--- config.mk ---
export PLATFORM = sky130hd
export DESIGN_NAME = mem_access
export DESIGN_NICKNAME = d
export VERILOG_FILES = /design/src/rtl/mem_access.sv
export SDC_FILE = /design/constraint.sdc
export NUM_CORES = 1
export LEC_CHECK = 0
export CAP_MARGIN = 20
export CORE_MARGIN = 3
export CORE_UTILIZATION = 42
export CTS_CLUSTER_DIAMETER = 150
export DETAILED_ROUTE_END_ITERATION = 16
export DONT_BUFFER_PORTS = 1
export GPL_TIMING_DRIVEN = 1
export MAX_ROUTING_LAYER = met4
export SYNTH_ARGS = -nofsm -noshare
export SYNTH_HDL_FRONTEND = slang
export SYNTH_SLANG_ARGS = --single-unit
--- constraint.sdc ---
create_clock -name clk -period 2.3 [get_ports clk]
set_clock_uncertainty 0.15 [all_clocks]
set_input_delay 0.345 -clock clk [delete_from_list [all_inputs] [get_ports clk]]
set_output_delay 0.345 -clock clk [all_outputs]
set_load 0.05 [all_outputs]
--- src/rtl/mem_access.sv ---
// Memory-stage data-access unit: performs EX/MEM loads/stores over a req/ack
// data bus, stalls upstream while busy, and drives the MEM/WB register inputs.
module mem_access #(
  parameter int unsigned TIMEOUT = 255
) (
  input  logic        clk,
  input  logic        reset,
  input  logic        in_valid,
  input  logic        in_memRead,
  input  logic        in_memWrite,
  input  logic [2:0]  in_funct3,
  input  logic [31:0] in_result,
  input  logic [31:0] in_wdata,
  input  logic [4:0]  in_regWAddr,
  input  logic [31:0] in_pc,
  output logic        stall,
  output logic [4:0]  out_regWAddr,
  output logic [31:0] out_result,
  output logic [31:0] out_readData,
  output logic [31:0] out_pc,
  output logic        dmem_req,
  output logic        dmem_we,
  output logic [31:0] dmem_addr,
  output logic [3:0]  dmem_be,
  output logic [31:0] dmem_wdata,
  input  logic        dmem_ack,
  input  logic [31:0] dmem_rdata,
  output logic        misalign_err,
  output logic        bus_err
);

  localparam logic [15:0] TIMEOUT_C = 16'(TIMEOUT);

  typedef enum logic [1:0] {IDLE, BUSY, RESP} state_e;

  state_e      state_q, state_d;
  logic [31:0] addr_q, addr_d;
  logic [3:0]  be_q, be_d;
  logic        we_q, we_d;
  logic [31:0] wdata_q, wdata_d;
  logic [4:0]  rd_q, rd_d;
  logic [2:0]  funct3_q, funct3_d;
  logic [31:0] pc_q, pc_d;
  logic [31:0] rdata_q, rdata_d;
  logic [15:0] cnt_q, cnt_d;
  logic        req_q, req_d;
  logic        misalign_q, misalign_d;
  logic        bus_err_q, bus_err_d;

  // Incoming-instruction decode: legality, alignment and lane steering.
  logic        is_mem, legal_f3, aligned;
  logic [1:0]  k_in;
  logic [3:0]  be_in;
  logic [31:0] wdata_in;

  always_comb begin
    // NOTE: every combinationally written signal gets a default first so no
    // path through the case statements can infer a latch.
    is_mem   = in_memRead | in_memWrite;
    k_in     = in_result[1:0];
    be_in    = 4'b0000;
    wdata_in = 32'h0;
    aligned  = 1'b0;
    case (in_funct3[1:0])
      2'b00: begin
        be_in    = 4'b0001 << k_in;
        wdata_in = {4{in_wdata[7:0]}};
        aligned  = 1'b1;
      end
      2'b01: begin
        be_in    = 4'b0011 << k_in;
        wdata_in = {2{in_wdata[15:0]}};
        aligned  = ~k_in[0];
      end
      2'b10: begin
        be_in    = 4'b1111;
        wdata_in = in_wdata;
        aligned  = (k_in == 2'b00);
      end
      default: ;
    endcase
    if (in_memWrite) legal_f3 = in_funct3 inside {3'b000, 3'b001, 3'b010};
    else             legal_f3 = in_funct3 inside {3'b000, 3'b001, 3'b010, 3'b100, 3'b101};
  end

  // Read-data lane extraction using the captured address and access size.
  logic [31:0] shifted, extracted;

  always_comb begin
    shifted = dmem_rdata >> {addr_q[1:0], 3'b000};
    case (funct3_q)
      3'b000:  extracted = {{24{shifted[7]}}, shifted[7:0]};
      3'b001:  extracted = {{16{shifted[15]}}, shifted[15:0]};
      3'b100:  extracted = {24'h0, shifted[7:0]};
      3'b101:  extracted = {16'h0, shifted[15:0]};
      default: extracted = dmem_rdata;
    endcase
  end

  always_comb begin
    state_d      = state_q;
    addr_d       = addr_q;
    be_d         = be_q;
    we_d         = we_q;
    wdata_d      = wdata_q;
    rd_d         = rd_q;
    funct3_d     = funct3_q;
    pc_d         = pc_q;
    rdata_d      = rdata_q;
    cnt_d        = cnt_q;
    req_d        = req_q;
    misalign_d   = 1'b0;
    bus_err_d    = 1'b0;
    stall        = 1'b0;
    out_regWAddr = 5'd0;
    out_result   = 32'h0;
    out_readData = 32'h0;
    out_pc       = 32'h0;

    case (state_q)
      IDLE: begin
        if (in_valid) begin
          if (!is_mem) begin
            out_regWAddr = in_regWAddr;
            out_result   = in_result;
            out_pc       = in_pc;
          end else if (legal_f3 && aligned) begin
            stall    = 1'b1;
            addr_d   = in_result;
            be_d     = be_in;
            we_d     = in_memWrite;
            wdata_d  = in_memWrite ? wdata_in : 32'h0;
            rd_d     = in_memWrite ? 5'd0 : in_regWAddr;
            funct3_d = in_funct3;
            pc_d     = in_pc;
            rdata_d  = 32'h0;
            cnt_d    = 16'd0;
            req_d    = 1'b1;
            state_d  = BUSY;
          end else begin
            misalign_d = 1'b1;
          end
        end
      end
      BUSY: begin
        stall = 1'b1;
        if (dmem_ack) begin
          rdata_d = we_q ? 32'h0 : extracted;
          req_d   = 1'b0;
          state_d = RESP;
        end else if (cnt_q == TIMEOUT_C) begin
          // Aborted op retires as a bubble-like writeback to x0.
          bus_err_d = 1'b1;
          rd_d      = 5'd0;
          req_d     = 1'b0;
          state_d   = RESP;
        end else begin
          cnt_d = cnt_q + 16'd1;
        end
      end
      RESP: begin
        out_regWAddr = rd_q;
        out_result   = addr_q;
        out_readData = rdata_q;
        out_pc       = pc_q;
        state_d      = IDLE;
      end
      default: state_d = IDLE;
    endcase
  end

  // NOTE: state registers use non-blocking assignments so every flop samples
  // the pre-edge value of its inputs, independent of statement order.
  always_ff @(posedge clk) begin
    if (!reset) begin
      state_q    <= IDLE;
      addr_q     <= 32'h0;
      be_q       <= 4'b0000;
      we_q       <= 1'b0;
      wdata_q    <= 32'h0;
      rd_q       <= 5'd0;
      funct3_q   <= 3'b000;
      pc_q       <= 32'h0;
      rdata_q    <= 32'h0;
      cnt_q      <= 16'd0;
      req_q      <= 1'b0;
      misalign_q <= 1'b0;
      bus_err_q  <= 1'b0;
    end else begin
      state_q    <= state_d;
      addr_q     <= addr_d;
      be_q       <= be_d;
      we_q       <= we_d;
      wdata_q    <= wdata_d;
      rd_q       <= rd_d;
      funct3_q   <= funct3_d;
      pc_q       <= pc_d;
      rdata_q    <= rdata_d;
      cnt_q      <= cnt_d;
      req_q      <= req_d;
      misalign_q <= misalign_d;
      bus_err_q  <= bus_err_d;
    end
  end

  assign dmem_req     = req_q;
  assign dmem_we      = we_q;
  assign dmem_addr    = {addr_q[31:2], 2'b00};
  assign dmem_be      = be_q;
  assign dmem_wdata   = wdata_q;
  assign misalign_err = misalign_q;
  assign bus_err      = bus_err_q;

endmodule
# Yosys cells after proc, flatten, opt, wreduce, memory -nomap -nowiden
# Cells that the tools add are included.
# totals
reg_bits	162
input_bits	142
out_inout_bits	174
wordCells	111
# op_classes
add_sub_neg	1
eq_ne	20
n_shift	3
n_mux	53
bitwise	4
reduce_logical	17
# ops
op	n
$mux 32	11
$pmux 32 s2	3
$pmux 32 s4	1
$pmux 32 s3	1
$mux 16	5
$mux 5	8
$pmux 16 s2	1
$shr 32x5->16	1
$pmux 5 s2	2
$add 16x1->16 const B	1
$eq 16x8->1 const B	1
$ne 2x2->1 const B	7
$eq 3x3->1 const B	4
$pmux 4 s3	1
$reduce_and 4->1	3
$reduce_and 6->1	2
$mux 1	11
$mux 2	5
$reduce_and 5->1	2
$eq 3x1->1 const B	2
$logic_not 2->1	3
$logic_not 3->1	2
$reduce_bool 5->1	1
$eq 2x1->1 const B	2
other kinds (14)	18

# Longest topological paths before layout
# Gate-level depths: netlist of run 1.
# logic_depth
depth_word	8
ltp_mapped	8

# Worst setup path before layout of run 1
# OpenSTA, ideal clock, no wires.
# synth_path
kind	flip-flop to output port
start	register state_q[1]
end	output port out_regWAddr[0]
arrival_ns	1.828
required_time_ns	1.805
path_slack_ns	-0.023
path_stages_with_launch	6
path_cell_list	dfxtp_1 > nor3b_2 > nor3b_2 > buf_2 > buf_2 > a22o_1
# synth_via
elab_chain_len	2
elab_cells_between_ends	3
classes_between	eq/ne: 1; mux: 1; reduce/logical: 1
# synth_lines
item	line	source
start, declared	36	state_e state_q, state_d;
start signal, assigned	190	state_q <= state_d;
$eq 2x2->1 / $logic_not 2->1 (equally long branches)	120	case (state_q)
$pmux 5 s2 (*)	120	
end, declared	17	output logic [4:0] out_regWAddr,
# Mark *: on every way between the ends. The rest lies on a longest branch, timed or not.

# Worst setup path in the final report of run 1
# layout_path
start	register state_q[1]
end	output port out_pc[25]
# layout_via
elab_chain_len	2
elab_cells_between_ends	3
classes_between	eq/ne: 1; mux: 1; reduce/logical: 1
# layout_lines
item	line	source
$eq 2x2->1 / $logic_not 2->1 (equally long branches)	120	
$pmux 32 s2 (*)	120	
end, declared	20	output logic [31:0] out_pc,
# Marks and branches as above.

==> results.yml, run 1 <==
run_status:
  status: "finished with violations"
  violations: "setup timing"
clock_tree:
  path_clk_slew_ns: 0.06
  cts_buffer_depth: 2
  cts_root_buf: "clkbuf_16"
  cts_tree: "built"
  h-tree-depth: 4
  cts_buffers: 17
  cts_sinks: 162
  clkLatencyLatePin_ns: 0.43
routing:
  vias: 8414
  drt-initial-drc-count: 595
  drc: 0
  wl_per_cell_um: 23.37
  vias_per_cell: 5.980
  drt_first_pass_iters: 8
  ant_nets: 0
  totalWireLength_um: 32880
logic_synthesis:
  synthFlopType: "dfxtp_1"
  synthMuxAreaShare: 0.03419
  synth_cell_types: 54
  synth.ff_latch_count: 162
  syn_area_um2: 8015
  yosys_warnings: 0
  synth_compound_area_frac: 0.2649
  yosys.area_share.simple: 0.2117
  synth_async_sr_flop_share: 0
  synth_edf_count: 0
  synth_xor_area_frac: 0.001093
  synth_fa_ha_area_frac: 0.001561
  syn-instance-count: 958
  avgSynthCellArea_um2: 8.367
  synth_top_family_by_area: "compound AO/OA/AOI/OAI gates"
  ys_seq_area_frac: 0.4046
pwr:
  p_int_mw: 5.018
  fin_total_pwr_mw: 7.084
  clkPwrFrac: 0.407
  power.density_nw_per_um2: 549.3
  combPwrFrac: 0.171
  power_switching_mw: 2.066
  seq_power_share: 0.422
  swShare: 0.2916
  leakage_nw: 4.976
  irDropWorstVdd_uv: 472.3
sta:
  period_needed_ns: 2.613
  relSlewSlack: 0.3479
  hold_viol: 0
  tightest_slew_ns: 0.9750
  grt_setup_unrepaired: "true"
  finalSetupTns_ns: -18.22
  period_share: 1.136
  whs_ns: 0.01209
  worst_slack_ns: -0.3133
  setup_viol: 81
  drv_slew: 0
  clock.fmax_mhz: 382.7
worst_setup_path:
  startpoint: "state_q[1]$_SDFFE_PN0P_"
  crit_path_start_kind: "flop"
  crit_path_max_fanout: 8
  critPathArrivalTime_ns: 2.12
  required_ns: 1.80
  rr_startpoint: "state_q[1]$_SDFFE_PN0P_"
  worstSetupPathType: "flop to output pin"
  cp-end-kind: "output pin"
layout:
  drive_gt1_frac: 0.2716
  post-route-util: 0.7035
  areaGrowthSynthToFinish_pct: 60.90
  antenna_cells: 0
  nets: 1308
placed_design:
  place_hpwl_um: 18240
  gp_congestion: 0.8867
  port_buffers: 0
  pre_cts_ws_ns: 0.02394
floorplanning:
  io_pins: 316
  start_util: 0.4372
  die_h_um: 144.1
  die_x_um: 144.1
  row_count: 49
  die_area_um2: 20780
  coreArea_um2: 18330
global_routing:
  grt_pass1_wl_um: 45330
  grt_pass1_vias: 8129
  grt_usage: 0.2878
  grt-ovfl-total: 0
  antenna_found_initial: 0
  grt_max_degree: 67
min_path:
  hold_class: "input pin to flop"
  hold_start: "dmem_rdata[2]"
job:
  cap_violations: 0
==> layout by cell type (no fill, tap or decap), drive strengths merged, types with 3 or more instances in the layout <==
| master | Yosys | routed |
|---|---|---|
| inv | 4 | 10 |
| nand3b | 9 | 9 |
| or4 | 12 | 12 |
| dlygate4sd3 | 0 | 115 |
| a21oi | 112 | 112 |
| clkinv | 1 | 6 |
| o21ai | 35 | 35 |
| a22o | 85 | 85 |
| nor2 | 20 | 20 |
| nor3 | 5 | 5 |
| o2bb2ai | 8 | 8 |
| nand2 | 192 | 192 |
| buf | 61 | 180 |
| mux2i | 24 | 24 |
| a221o | 23 | 23 |
| or3 | 4 | 4 |
| nand3 | 31 | 31 |
| nand2b | 5 | 5 |
| o31ai | 10 | 10 |
| clkbuf | 53 | 25 |
| nor2b | 4 | 4 |
| and2 | 42 | 42 |
| a2bb2oi | 7 | 7 |
| nor4 | 3 | 3 |
| o211ai | 8 | 8 |
| nor3b | 3 | 3 |
| nand4 | 10 | 10 |
| dfxtp | 162 | 162 |
==> critical path, stage by stage, from the launching register on <==
cell	delay [ns]
dfxtp_2	0.34
nor3b_4	0.23
buf_4	0.15
nor3b_4	0.24
buf_8	0.21
buf_16	0.15
a22o_1	0.21
buf_12	0.15
==> worst paths after layout <==
check                                                end  slack (ns)  cells past startpoint
worst min register to register     pc_q[28]$_SDFFE_PN0P_        0.31                      2
worst max register to register  rdata_q[17]$_SDFFE_PN0P_        0.05                      6
worst max-delay path                          out_pc[25]       -0.31                      7
worst min-delay path             rdata_q[2]$_SDFFE_PN0P_        0.01                      2
==> sequential cells by signal, summed over array words and instances (netlist names), 2 cells and up <==
signal and cells:
rdata_q 32, cnt_q 16, funct3_q 3, dmem_wdata 32
addr_q 32, state_q 2, rd_q 5, dmem_be 4
pc_q 32
==> kinds of logic after synthesis <==
| logic type | Yosys count |
|---|---|
| mux | 26 |
| fa+ha+maj | 1 |
| compound gates | 299 |
| buf+inv | 119 |
| xor+xnor | 1 |
| flops | 162 |
| simple gates | 349 |
| other cells | 1 |
==> cell usage after synthesis, drive strengths merged, types with 7 or more instances <==
master / instances / area share
o21ai: 35 / 0.022
dfxtp: 162 / 0.40
clkbuf: 53 / 0.025
a2bb2oi: 7 / 0.0076
or4: 12 / 0.012
nand2: 192 / 0.090
nand4: 10 / 0.0086
and2: 42 / 0.033
mux2i: 24 / 0.030
nand3: 31 / 0.019
a22o: 85 / 0.093
o2bb2ai: 8 / 0.0087
nor2: 20 / 0.0094
a221o: 23 / 0.029
o31ai: 10 / 0.0094
o211ai: 8 / 0.0075
nand3b: 9 / 0.0084
a21oi: 112 / 0.070
buf: 61 / 0.054
==> area by class of cell <==
type,count,area (µm²)
Clock buffer,19,452.9
Clock inverter,13,138.9
Fill cell,1276,5435
Inverter,5,20.02
Multi-Input combinational cell,678,4669
Sequential cell,162,3246
Tap cell,229,286.5
Timing Repair Buffer,301,4083
==> metrics by stage <==
stage	instances	area, µm²
finish	1407	12900
global route	1407	12900
CTS	1386	12080
detailed placement	1229	10120
global placement	1229	10120
floorplan	959	8031
==> routing by layer <==
layer | vias up | global-route usage | wire [µm]
met3 | 81 | 0.08697 | 3113
met2 | 448 | 0.4579 | 16210
met4 | 0 | 0.1163 | 995
met1 | 4033 | 0.3416 | 12560
li1 | 3852 | - | -
met5 | - | - | 0
==> power by group through the flow <==
stage	combinational (mW)	clock [mW]	sequential [mW]
3_3_place_gp	0.871	0	3.05
4_1_cts	1.11	2.91	2.98
5_1_grt	1.27	3.05	3.00
2_1_floorplan	0.641	0	3.04
6_report	1.21	2.88	2.99
3_5_place_dp	0.878	0	3.05
==> timing repair <==
action,4_1_cts,5_1_grt
pin swaps,36,47
endpoints found under the setup margin,69,140
hold buffers,115,0
endpoints found under the hold margin,139,0
buffers inserted,5,10
resized for setup,13,94
cloned,5,11
No activity file was read; power rests on OpenSTA's default activity.
==> inputs of run 2 (changes only) <==
--- a/config.mk
+++ b/config.mk
@@ -12,7 +12,9 @@
 export DETAILED_ROUTE_END_ITERATION = 16
 export DONT_BUFFER_PORTS = 1
 export GPL_TIMING_DRIVEN = 1
+export HOLD_SLACK_MARGIN = 0.1
 export MAX_ROUTING_LAYER = met4
+export RECOVER_POWER = 50
 export SYNTH_ARGS = -nofsm -noshare
 export SYNTH_HDL_FRONTEND = slang
 export SYNTH_SLANG_ARGS = --single-unit
==> run 2 against run 1 <==
Routed wire length increased by 3.4%; via count increased by 3.1%; combinational power about the same; cell count increased by 0.78%; worst hold slack improved by 0.11 ns; non-clock buffer count up 10; global-route usage rose by 0.53 points; the run still ends with setup timing left; sequential power about the same; flip-flop and latch count is the same; utilization rose by 0.28 points; setup slack lost 0.0067 ns.
==> results.yml, run 2 (synthesis gave the netlist of run 1 again) <==
floorplanning:
  start_util: 0.4372
  io_pins: 316
  die_area_um2: 20780
  die_h_um: 144.1
  row_count: 49
  coreArea_um2: 18330
  die_x_um: 144.1
worst_setup_path:
  worstSetupPathType: "flop to output pin"
  crit_path_max_fanout: 8
  crit_path_start_kind: "flop"
  rr_startpoint: "state_q[1]$_SDFFE_PN0P_"
  worstRegToRegCells: 7
  required_ns: 1.80
  r2r_slack_ns: -0.08
  critPathArrivalTime_ns: 2.13
  worst_r2r_endpoint: "dmem_wdata[22]$_SDFFE_PN0P_"
  cp-end-kind: "output pin"
layout:
  final_cells: 1418
  nFillCells: 1287
  nets: 1318
  layout_commonest_cell: "nand2_1"
  areaGrowthSynthToFinish_pct: 61.54
  layout_common_cells: "nand2_1 (192), dfxtp_1 (160), dlygate4sd3_1 (127)"
  drive_gt1_frac: 0.2424
clock_tree:
  h-tree-depth: 4
  cts_buffer_depth: 2
  cts_sinks: 162
  cts_buffers: 17
  cts_tree: "built"
  path_clk_slew_ns: 0.07
  clkLatencyLatePin_ns: 0.42
  cts_root_buf: "clkbuf_16"
sta:
  hold_viol: 0
  worst_slack_ns: -0.3200
  setup_viol: 82
  grt_setup_unrepaired: "true"
  finalSetupTns_ns: -17.94
  whs_ns: 0.1203
  clock.fmax_mhz: 381.7
  tightest_slew_ns: 1.043
  relSlewSlack: 0.3039
  period_needed_ns: 2.620
  drv_slew: 0
  period_share: 1.139
global_routing:
  grt-ovfl-total: 0
  grt_pass1_wl_um: 46050
  antenna_found_initial: 1
  grt_pass1_vias: 8242
  grt_max_degree: 67
  grt_usage: 0.2932
placed_design:
  pre_cts_ws_ns: 0.02394
  place_hpwl_um: 18240
  port_buffers: 0
  gp_congestion: 0.8867
  dp_cells: 1229
pwr:
  combPwrFrac: 0.173
  seq_power_share: 0.421
  clkPwrFrac: 0.406
  p_int_mw: 5.018
  power.density_nw_per_um2: 549.1
  irDropWorstVdd_uv: 481.1
  leakage_nw: 4.940
  power_switching_mw: 2.091
  swShare: 0.2941
  fin_total_pwr_mw: 7.109
routing:
  vias_per_cell: 6.121
  drt-initial-drc-count: 734
  vias: 8679
  wl_per_cell_um: 23.98
  ant_nets: 0
  totalWireLength_um: 34010
  drt_first_pass_iters: 5
  drc: 0
min_path:
  hold_class: "input pin to flop"
  hold_start: "in_result[0]"
  min_path_cells: 3
  min_to: "dmem_be[2]$_SDFFE_PN0P_"
run_status:
  status: "finished with violations"
  violations: "setup timing"
job:
  cap_violations: 0
-- run 2: layout make-up --
cell class,count,area (µm²),share of cell area
Antenna cell,1,2.502,0.0001933
Clock buffer,19,452.9,0.03498
Clock inverter,13,138.9,0.01073
Inverter,5,20.02,0.001546
Multi-Input combinational cell,678,4716,0.3642
Sequential cell,162,3246,0.2507
Tap cell,229,286.5,0.02213
Timing Repair Buffer,311,4085,0.3155
-- run 2: worst max path at each step --
stage / start / endpoint / depth (start not counted)
global route: state_q[1]$_SDFFE_PN0P_ / out_result[19] / 7
CTS: state_q[0]$_SDFFE_PN0P_ / out_result[17] / 7
floorplan: state_q[1]$_SDFFE_PN0P_ / out_pc[10] / 4
detailed placement: in_funct3[0] / addr_q[6]$_SDFFE_PN0P_ / 6
global placement: in_memWrite / funct3_q[2]$_SDFFE_PN0P_ / 6
finish: state_q[1]$_SDFFE_PN0P_ / out_result[19] / 7
-- run 2: critical path: stages (launching register included) --
cell,delay [ns]
dfxtp_2,0.34
nor3b_4,0.23
buf_4,0.15
nor3b_4,0.25
buf_6,0.21
buf_16,0.16
a22o_1,0.21
buf_12,0.15
-- run 2: repair_timing --
item	CTS	global route
buffers inserted	5	6
hold buffers	127	1
pin swaps	36	29
cloned	5	12
hold endpoints to repair	157	1
setup endpoints to repair	69	145
gates resized for setup	13	96
-- run 2: metal layers --
| layer | part of all wire | track usage | up-vias |
|---|---|---|---|
| met5 | 0 | - | - |
| met4 | 0.031 | 0.1163 | 0 |
| met3 | 0.11 | 0.08796 | 92 |
| met2 | 0.49 | 0.4655 | 549 |
| li1 | - | - | 3866 |
| met1 | 0.37 | 0.3500 | 4172 |
-- run 2: through the flow --
step / utilization / instance area [µm²]
6_report: 0.7063 / 12950
2_1_floorplan: - / 8031
4_1_cts: 0.6658 / 12200
5_1_grt: 0.7063 / 12950
3_5_place_dp: 0.5521 / 10120
3_3_place_gp: 0.5521 / 10120
-- run 2: power by group through the flow --
stage | logic [mW] | registers, mW | clock network (mW)
finish | 1.23 | 2.99 | 2.88
global placement | 0.871 | 3.05 | 0
detailed placement | 0.878 | 3.05 | 0
floorplan | 0.641 | 3.04 | 0
global route | 1.29 | 3.00 | 3.05
CTS | 1.13 | 2.98 | 2.91
==> inputs of run 3 (changes only) <==
--- a/config.mk
+++ b/config.mk
@@ -5,6 +5,7 @@
 export SDC_FILE = /design/constraint.sdc
 export NUM_CORES = 1
 export LEC_CHECK = 0
+export ABC_AREA = 1
 export CAP_MARGIN = 20
 export CORE_MARGIN = 3
 export CORE_UTILIZATION = 42
@@ -18,3 +19,4 @@
 export SYNTH_ARGS = -nofsm -noshare
 export SYNTH_HDL_FRONTEND = slang
 export SYNTH_SLANG_ARGS = --single-unit
+export TNS_END_PERCENT = 10
==> run 3 against run 2 <==
Largest power group unchanged; maximum frequency increased by 13%; routed wire length decreased by 1.6%; worst hold slack got worse by 0.0082 ns; the run still ends with setup timing left; register-to-register slack improved by 0.22 ns.
==> results.yml, run 3 <==
run_status:
  status: "finished with violations"
  violations: "setup timing"
sta:
  clock.fmax_mhz: 429.8
  whs_ns: 0.1121
  worst_slack_ns: -0.02650
  grt_setup_unrepaired: "true"
  period_share: 1.012
  setup_viol: 1
  relSlewSlack: 0.5693
  drv_slew: 0
  finalSetupTns_ns: -0.02650
  period_needed_ns: 2.327
  tightest_slew_ns: 0.6452
  hold_viol: 0
min_path:
  hold_class: "input pin to flop"
  min_to: "dmem_be[2]$_SDFFE_PN0P_"
  hold_start: "in_result[1]"
  min_path_cells: 3
clock_tree:
  cts_sinks: 162
  cts_tree: "built"
  path_clk_slew_ns: 0.07
  cts_buffers: 17
  cts_buffer_depth: 2
  h-tree-depth: 4
  cts_root_buf: "clkbuf_16"
  clkLatencyLatePin_ns: 0.42
placed_design:
  gp_congestion: 0.9564
  pre_cts_ws_ns: 0.1577
  place_hpwl_um: 20650
  port_buffers: 0
pwr:
  leakage_nw: 4.927
  power.density_nw_per_um2: 560.9
  irDropWorstVdd_uv: 467.8
floorplanning:
  start_util: 0.4323
  die_area_um2: 22870
  die_x_um: 151.2
  row_count: 52
  io_pins: 316
  coreArea_um2: 20490
  die_h_um: 151.2
logic_synthesis:
  ys_seq_area_frac: 0.3660
  synth_area_leader_cell: "dfxtp_1"
  syn-instance-count: 1381
  synth_cell_types: 37
  syn_area_um2: 8860
  yosysMostFrequentCell: "nand2_1"
  yosys-top-cells-count: "nand2_1 (251), nor2_1 (169), dfxtp_1 (162), o21ai_0 (162), a21oi_1 (157)"
  synthTopCellsByArea: "dfxtp_1 (37%), nand2_1 (11%), o21ai_0 (9.2%), a21oi_1 (8.9%), nor2_1 (7.2%)"
  synth_edf_count: 0
  avgSynthCellArea_um2: 6.415
  synthFlopType: "dfxtp_1"
  synth_async_sr_flop_share: 0
  yosys_warnings: 0
  synth_top_area_frac: 0.3660
  synth.ff_latch_count: 162
worst_setup_path:
  crit_path_start_kind: "flop"
  cp-end-kind: "output pin"
  worstSetupPathType: "flop to output pin"
  rr_startpoint: "state_q[0]$_SDFFE_PN0P_"
  r2r_slack_ns: 0.14
  worstRegToRegCells: 8
  required_ns: 1.80
  worst_r2r_endpoint: "dmem_be[0]$_SDFFE_PN0P_"
  crit_path_max_fanout: 22
  critPathArrivalTime_ns: 1.83
layout:
  nets: 1729
  layout_common_cells: "nand2_1 (247), nor2_1 (168), dfxtp_1 (160)"
  layout_commonest_cell: "nand2_1"
  antenna_cells: 0
  post-route-util: 0.6207
  drive_gt1_frac: 0.1820
  areaGrowthSynthToFinish_pct: 43.58
global_routing:
  grt_pass1_wl_um: 49940
  grt_max_degree: 119
  grt-ovfl-total: 0
  antenna_found_initial: 0
  grt_pass1_vias: 9368
  grt_usage: 0.2833
job:
  cap_violations: 0
routing:
  drc: 0
  vias: 10100
  totalWireLength_um: 33460
  vias_per_cell: 5.406
  drt_first_pass_iters: 6
  ant_nets: 0
  wl_per_cell_um: 17.90
  drt-initial-drc-count: 813
==> run 3: cells by family after synthesis <==
kind of cell               Yosys count  share of synthesized area
and+or+nand+nor                    579                     0.2764
AOI/OAI and AO/OA                  348                     0.2034
buffers and inverters              285                     0.1474
DFF                                162                     0.3660
xor gates and xnor gates             5                   0.004943
adders and majority gates            1                   0.001412
other                                1                  0.0004233
==> run 3: routing by layer <==
metal,up-vias,global-route usage,part of all wire
met5,-,-,0
li1,4869,-,-
met4,0,0.1133,0.041
met2,541,0.4712,0.48
met3,103,0.06523,0.090
met1,4591,0.3314,0.39
==> run 3: metrics by stage <==
stage	area [µm²]	std cells	power [mW]
floorplan	8864	1382	3.771
global placement	10340	1698	4.015
detailed placement	10340	1698	4.022
CTS	12480	1866	7.110
global route	12720	1869	7.389
finish	12720	1869	7.135
==> run 3: timing repair <==
item                                   CTS  global route
resized for setup                       36            56
setup endpoints to repair               80            60
cloned                                   4             1
setup buffers                            4             2
pin swaps                                2             2
endpoints found under the hold margin  127             0
hold buffers                           128             0
==> run 3: worst max path at each step <==
stage | startpoint | endpoint | slack, ns | cells past startpoint
floorplan | state_q[0]$_SDFFE_PN0P_ | out_result[27] | -0.25 | 5
global placement | in_memWrite | out_result[25] | 0.17 | 7
detailed placement | in_funct3[1] | rdata_q[2]$_SDFFE_PN0P_ | 0.16 | 9
CTS | state_q[1]$_SDFFE_PN0P_ | out_result[20] | 0.004 | 5
global route | state_q[0]$_SDFFE_PN0P_ | out_pc[13] | -0.07 | 7
finish | state_q[1]$_SDFFE_PN0P_ | out_pc[13] | -0.03 | 5
==> run 3: cell type report <==
type | count | area, µm²
multi-input cells | 936 | 4557
clock inverters | 15 | 160.2
flip-flops and latches | 162 | 3248
well taps | 270 | 337.8
fillers | 1770 | 7774
repair buffers | 305 | 3364
inverters | 164 | 628.1
clock buffers | 17 | 425.4
==> run 3: power by group <==
part,switching (mW),internal [mW]
registers,0.0754,2.88
logic,0.810,0.510
clock network,1.40,1.46
==> run 3: worst max-delay path, cell delays in order, from the launching register on <==
cell       delay, ns
dfxtp_4         0.38
buf_12          0.14
nand2_8         0.12
bufbuf_16       0.34
o21ai_1         0.19
buf_4           0.23
